--- src/rtl/cpu_trace_buffer.sv ---
// Trace capture for the multi-cycle CPU: one 42-bit entry per control-FSM state change,
// armed/triggered capture window, drained through a valid/ready read port.
module cpu_trace_buffer #(
    parameter int DEPTH    = 16,
    parameter int AW       = 4,
    parameter int POST_CNT = 8
) (
    input  logic            clk,
    input  logic            reset,
    input  logic [2:0]      state_in,
    input  logic [5:0]      decode_in,
    input  logic            zero_in,
    input  logic [31:0]     pc_in,
    input  logic            arm,
    input  logic [31:0]     trig_pc,
    input  logic            rd_ready,
    output logic            rd_valid,
    output logic [41:0]     rd_data,
    output logic [AW:0]     count,
    output logic            overflow,
    output logic [1:0]      trc_state
);

    typedef enum logic [1:0] {
        S_IDLE  = 2'd0,
        S_ARMED = 2'd1,
        S_TRIG  = 2'd2,
        S_DONE  = 2'd3
    } trc_state_t;

    trc_state_t      r_state;
    logic [AW-1:0]   r_wr_ptr;
    logic [AW-1:0]   r_rd_ptr;
    logic [AW:0]     r_count;
    logic            r_overflow;
    logic            r_first;
    logic [2:0]      r_prev_state;
    logic [AW-1:0]   r_post;
    logic [41:0]     r_rd_data;
    logic [41:0]     r_mem [DEPTH];

    logic            w_capturing;
    logic            w_sample;
    logic            w_full;
    logic            w_pop;
    logic            w_lost;
    logic            w_wr_en;
    logic            w_rd_adv;
    logic [41:0]     w_entry;
    logic [AW-1:0]   w_rd_ptr_next;
    logic [41:0]     w_head_next;

    assign w_capturing = (r_state == S_ARMED) || (r_state == S_TRIG);
    // arm wins over everything else in its cycle: no sample, no pop
    assign w_sample    = w_capturing && !arm && (r_first || (state_in != r_prev_state));
    assign w_full      = (r_count == (AW+1)'(DEPTH));
    assign w_pop       = rd_valid && rd_ready && !arm;
    assign w_lost      = w_sample && w_full && !w_pop;
    // Pre-trigger history is a ring (drop oldest); post-trigger keeps the oldest data.
    assign w_wr_en     = w_sample && (!w_full || w_pop || (r_state == S_ARMED));
    assign w_rd_adv    = w_pop || (w_lost && (r_state == S_ARMED));
    assign w_entry     = {state_in, decode_in, zero_in, pc_in};

    assign w_rd_ptr_next = arm ? '0 : (w_rd_adv ? r_rd_ptr + AW'(1) : r_rd_ptr);
    // Bypass covers a write landing on the slot that becomes the head (empty, or 1 entry + pop).
    assign w_head_next   = (w_wr_en && (r_wr_ptr == w_rd_ptr_next)) ? w_entry : r_mem[w_rd_ptr_next];

    always_ff @(posedge clk) begin
        if (w_wr_en) begin
            r_mem[r_wr_ptr] <= w_entry;
        end
    end

    always_ff @(posedge clk) begin
        if (!reset) begin
            r_state      <= S_IDLE;
            r_wr_ptr     <= '0;
            r_rd_ptr     <= '0;
            r_count      <= '0;
            r_overflow   <= 1'b0;
            r_first      <= 1'b0;
            r_prev_state <= 3'b000;
            r_post       <= '0;
            r_rd_data    <= '0;
        end else begin
            r_prev_state <= state_in;
            r_rd_data    <= w_head_next;
            r_rd_ptr     <= w_rd_ptr_next;
            if (arm) begin
                r_state    <= S_ARMED;
                r_first    <= 1'b1;
                r_overflow <= 1'b0;
                r_wr_ptr   <= '0;
                r_count    <= '0;
            end else begin
                if (w_wr_en) begin
                    r_wr_ptr <= r_wr_ptr + AW'(1);
                end
                if (w_wr_en && !w_rd_adv) begin
                    r_count <= r_count + (AW+1)'(1);
                end else if (!w_wr_en && w_rd_adv) begin
                    r_count <= r_count - (AW+1)'(1);
                end
                if (w_lost) begin
                    r_overflow <= 1'b1;
                end
                if (w_sample) begin
                    r_first <= 1'b0;
                    if (r_state == S_ARMED) begin
                        if (pc_in == trig_pc) begin
                            r_state <= S_TRIG;
                            r_post  <= AW'(POST_CNT);
                        end
                    end else begin
                        r_post <= r_post - AW'(1);
                        if (r_post == AW'(1)) begin
                            r_state <= S_DONE;
                        end
                    end
                end
            end
        end
    end

    assign rd_valid  = (r_count != '0);
    assign rd_data   = r_rd_data;
    assign count     = r_count;
    assign overflow  = r_overflow;
    assign trc_state = r_state;

endmodule
--- config.mk ---
export PLATFORM = sky130hd
export DESIGN_NAME = cpu_trace_buffer
export DESIGN_NICKNAME = d
export VERILOG_FILES = /design/src/rtl/cpu_trace_buffer.sv
export SDC_FILE = /design/constraint.sdc
export NUM_CORES = 1
export LEC_CHECK = 0
export CAP_MARGIN = 20
export CORE_MARGIN = 10
export CORE_UTILIZATION = 50
export DETAILED_ROUTE_END_ITERATION = 10
export PLACE_DENSITY_LB_ADDON = 0.25
export SLEW_MARGIN = 20
export SYNTH_ARGS = -nofsm -noshare
export SYNTH_HDL_FRONTEND = slang
export SYNTH_SLANG_ARGS = --single-unit
export TNS_END_PERCENT = 30
--- constraint.sdc ---
create_clock -name clk -period 6 [get_ports clk]
set_input_delay 0.9 -clock clk [delete_from_list [all_inputs] [get_ports clk]]
set_output_delay 0.9 -clock clk [all_outputs]
set_load 0.005 [all_outputs]
==> results.md <==
Outcome:
- The run finished with clean final reports.

Worst setup path:
- The startpoint identified for the worst register-to-register timing path is trc_state[1].
- The reg-to-reg endpoint is rd_data[2].
- The origin of the worst setup path is state_in[2].
- At the worst endpoint, the required time is 6.48 ns.
- The critical path in this run is classified as input pin to register.
- STA classifies the critical path startpoint as an input pin.
- The top fanout value on the critical path is 48.
- The depth of the worst register-to-register path is 12.
- The arrival time of the worst setup path is 4.94 ns.
- The worst register-to-register path has a setup slack of 2.03 ns.
- The kind of end point of the critical path is a register.

Global routing:
- The peak-usage layer in the global routing report is met2.
- The initial antenna violation count came to 3.
- The leftover overflow at the end of global routing is 0.
- The met3 layer usage reported by global route is 4.07%.
- Entering global routing, the biggest net connects 101 pins.
- For this run, global-route usage on met2 was measured as 34.7%.
- The first-pass GRT wire length is 110000 um.
- The via count of the first global-routing pass came to 17.1k.
- Across every metal layer, demand over resource in global routing totals 21.7%.
- Global routing consumed, on the met1 layer, just under 30% of the routing resources.

Final layout:
- The fraction of layout cells with a size suffix above 1 is 12.8%.
- Relative to the synthesized area, the layout overhead comes to 17.3%.
- After routing the design area is 0.0342 mm^2.
- The final layout contains ~2.1k nets.

Yosys:
- In the synthesized netlist the dominant register cell turns out to be sky130_fd_sc_hd__edfxtp_1.
- The net count after synthesis is 1935.
- The area of the mapped netlist is around 0.029 mm^2.
- The count of state elements after synthesis is 738.
- The number of enable flip-flop cells after synthesis is 672.
- The distinct cell type count of the synthesized netlist is 66.
- The synthesized design spends more area on one cell type than any other, namely sky130_fd_sc_hd__edfxtp_1.
- Of the synthesized area, sequential elements account for 73.7%.
- Synthesis handed over a netlist of 1843 instances.
- Yosys printed 0 warnings.
- After synthesis, the mean cell area works out to about 16 um^2.
- Of all flip-flops after synthesis, the portion carrying an async set or reset was 0%.
- The proportion of netlist area held by the largest area contributor is between 60 and 70%.
- Sorting the synthesized cells by area gives the leading types as sky130_fd_sc_hd__edfxtp_1 (69%), sky130_fd_sc_hd__dfxtp_1 (4.5%), sky130_fd_sc_hd__mux2i_1 (3.7%), sky130_fd_sc_hd__mux4_2 (3.2%), sky130_fd_sc_hd__nand2_1 (2.8%).

Detailed routing:
- In the final routed layout, each cell accounts on average for between 20 and 30 um.
- The first detailed-routing pass ran for 5 iterations.
- The routed design has 74400 um of wire.
- Summing over every cut layer, the via total after detailed routing is 17.2k.
- The routed via count divided by cell count is just over 6.
- The detail route stage leaves a number of antenna-violating nets equal to 0.
- The number of design rule violations left after detail routing is 0.
- The number of DRC markers in iteration 0 is 1925.

STA:
- The relative slew slack is a little under a quarter.
- Setup repair after global routing left no endpoint under its margin.
- The number of failing setup endpoints in the final timing report is 0.
- In the final timing run, aggregate negative setup slack is 0 ns.
- The minimum clock period is about 4.5 ns.
- The final number of hold-violating endpoints is 0.
- For the pin with the worst max-slew slack, the measured transition is 1.16 ns.
- After layout, the worst path uses 74.4% of the clock period.
- For the final database, setup skew stands at 0.0153 ns.
- The number of slew-limit violations in the final report was 0.
- For this run, the top clock speed supported by timing is 0.224 GHz.

Placed design:
- The instance area after placement is 0.0318 mm^2.
- At the end of routability-driven placement, the weighted congestion stood at 0.827.
- In this run the tool buffered the top-level ports with 128 buffer cells.
- Once detailed placement completed, the half-perimeter wirelength came to between 40000 and 50000 um.

Floorplan:
- The horizontal extent of the die is 262 um.
- The die extent in y is 262 um.
- The initial cell density of the core is between 50% and 60%.
- The number of core rows is slightly below 90.
- The area of the die is 0.0684 mm^2.
- The core region is about 0.058 mm^2.
- Pin placement for this block handled about 130 I/O pins.

Min path:
- The path with the worst hold slack has its endpoint at trc_state[1].
- Along the worst hold path, the cell count comes to 2.
- The classification of the worst-slack hold path is register to register.
- The startpoint identified for the worst hold timing path is trc_state[1].

Clock network:
- The number of gates resized after cts is 0.
- TritonCTS built the clock tree.
- The H-tree was split into 3 levels.
- The clock-pin slew on the worst setup and hold paths is 0.06 ns.
- The number of buffers between clock root and the deepest sink is 3.
- The number of setup buffers added after CTS is 0.
- The cell sitting at the root of the clock tree is a sky130_fd_sc_hd__clkbuf_16.
- For this design, the CTS-stage hold fixing added 0 buffers.
- The total CTS buffers is 75.
- The clock net in this run drives a total of 738 sinks.
- Clock latency on the worst-skew pair, taken at its later pin, is 0.61 ns.

Power:
- The leakage power summed over all cells is between 10 and 15 nW.
- VDD sags by at most 0.000218 V.
- The total power per unit cell area is 311 mW/mm^2.

Flow run:
- Max-cap violations in this run came to 0.
[registers in the layout, summed over array words and instances, names as in the netlist]
register	count
overflow	1
r_post	4
r_prev_state	3
count	5
r_rd_ptr	4
r_wr_ptr	4
trc_state	2
r_first	1
r_mem	672
rd_data	42
[worst max-delay path, cell delays in order]
cell	delay (ns)
sky130_fd_sc_hd__clkdlybuf4s50_1	0.46
sky130_fd_sc_hd__buf_4	0.22
sky130_fd_sc_hd__xor2_1	0.16
sky130_fd_sc_hd__o41ai_2	0.77
sky130_fd_sc_hd__o211ai_1	0.32
sky130_fd_sc_hd__a21oi_4	0.70
sky130_fd_sc_hd__buf_12	0.29
sky130_fd_sc_hd__buf_12	0.29
sky130_fd_sc_hd__nor2b_1	0.08
sky130_fd_sc_hd__a211oi_1	0.27
sky130_fd_sc_hd__a311oi_1	0.09
sky130_fd_sc_hd__o21ai_0	0.23
sky130_fd_sc_hd__o211ai_1	0.11
[layout by cell type, fill, tap and decap left out, types with 15 or more instances in the layout]
| cell | Yosys | layout |
|---|---|---|
| sky130_fd_sc_hd__edfxtp_1 | 672 | 672 |
| sky130_fd_sc_hd__nand2_1 | 220 | 218 |
| sky130_fd_sc_hd__clkdlybuf4s50_1 | 0 | 128 |
| sky130_fd_sc_hd__mux2i_1 | 107 | 107 |
| sky130_fd_sc_hd__clkbuf_16 | 0 | 78 |
| sky130_fd_sc_hd__a21oi_1 | 77 | 77 |
| sky130_fd_sc_hd__dfxtp_1 | 66 | 66 |
| sky130_fd_sc_hd__nor2b_1 | 61 | 61 |
| sky130_fd_sc_hd__a211oi_1 | 61 | 61 |
| sky130_fd_sc_hd__a311oi_1 | 60 | 60 |
| sky130_fd_sc_hd__buf_4 | 3 | 50 |
| sky130_fd_sc_hd__mux4_2 | 41 | 41 |
| sky130_fd_sc_hd__xor2_1 | 39 | 39 |
| sky130_fd_sc_hd__o21ai_0 | 38 | 38 |
| sky130_fd_sc_hd__o22ai_1 | 30 | 30 |
| sky130_fd_sc_hd__o211ai_1 | 30 | 30 |
| sky130_fd_sc_hd__nor2_1 | 41 | 26 |
| sky130_fd_sc_hd__clkbuf_1 | 71 | 21 |
| sky130_fd_sc_hd__nor3_1 | 24 | 20 |
| sky130_fd_sc_hd__buf_12 | 0 | 19 |
| sky130_fd_sc_hd__inv_1 | 16 | 16 |
| sky130_fd_sc_hd__nor2_4 | 0 | 15 |
[how the worst max path moves through the flow]
| stage | to | depth (start not counted) |
|---|---|---|
| finish | rd_data[23] | 13 |
| global route | rd_data[14] | 13 |
| CTS | rd_data[23] | 13 |
| detailed placement | rd_data[23] | 13 |
| global placement | rd_data[38] | 11 |
| floorplan | r_mem[3][0] | 6 |
[through the flow]
| stage | std cells | power [W] | setup WS (ns) | util, % | hold slack, ns |
|---|---|---|---|---|---|
| floorplan | 1843 | 0.00597 | 0.569 | - | 0.460 |
| global route | 2833 | 0.0110 | 1.24 | 59.3 | 0.555 |
| detailed placement | 2692 | 0.00627 | 0.956 | 55.2 | 0.526 |
| CTS | 2832 | 0.0107 | 1.60 | 59.3 | 0.533 |
| finish | 2833 | 0.0106 | 1.54 | 59.3 | 0.526 |
| global placement | 2692 | 0.00626 | 1.09 | 55.2 | 0.519 |
[routing by layer]
| layer | part of all wire, % | vias to the layer above |
|---|---|---|
| li1 | - | 7568 |
| met1 | 41 | 8730 |
| met2 | 48 | 779 |
| met3 | 8.4 | 124 |
| met4 | 2.8 | 2 |
| met5 | 0.017 | - |
[synthesized netlist by cell type (all sizes together) (16+ instances only)]
library cell	n
edfxtp	672
nand2	221
mux2i	107
a21oi	79
clkbuf	71
dfxtp	66
a211oi	61
nor2b	61
a311oi	60
buf	42
mux4	41
nor2	41
o21ai	41
xor2	39
o211ai	30
o22ai	30
nor3	25
inv	16
[cell families (layout without fill, tap and decap cells)]
family,count (synthesis),in the layout,synth area share [%]
other,0,1,0
muxes,149,149,6.88
adders and majority gates,14,14,0.626
AOI/OAI and AO/OA,365,365,9.05
xor gates and xnor gates,46,46,1.38
DFF,738,738,73.7
buffers and inverters,130,354,1.94
and+or+nand+nor,401,401,6.41
[layout make-up]
type	count	area [um^2]
diodes	1	2.50
clock buffers	108	2150
clock inverters	32	235
fillers	4358	23500
inverters	17	63.8
multi-input cells	975	7260
flip-flops and latches	738	21500
well taps	765	957
repair buffers	197	2040
[report_power, final]
| group | switching, W | total [W] | internal (W) |
|---|---|---|---|
| clock | 0.00189 | 0.00449 | 0.00259 |
| combinational | 0.000273 | 0.000471 | 0.000198 |
| sequential | 0.0000312 | 0.00569 | 0.00566 |
| total | 0.00220 | 0.0106 | 0.00845 |
No activity file was read; power rests on OpenSTA's default activity.
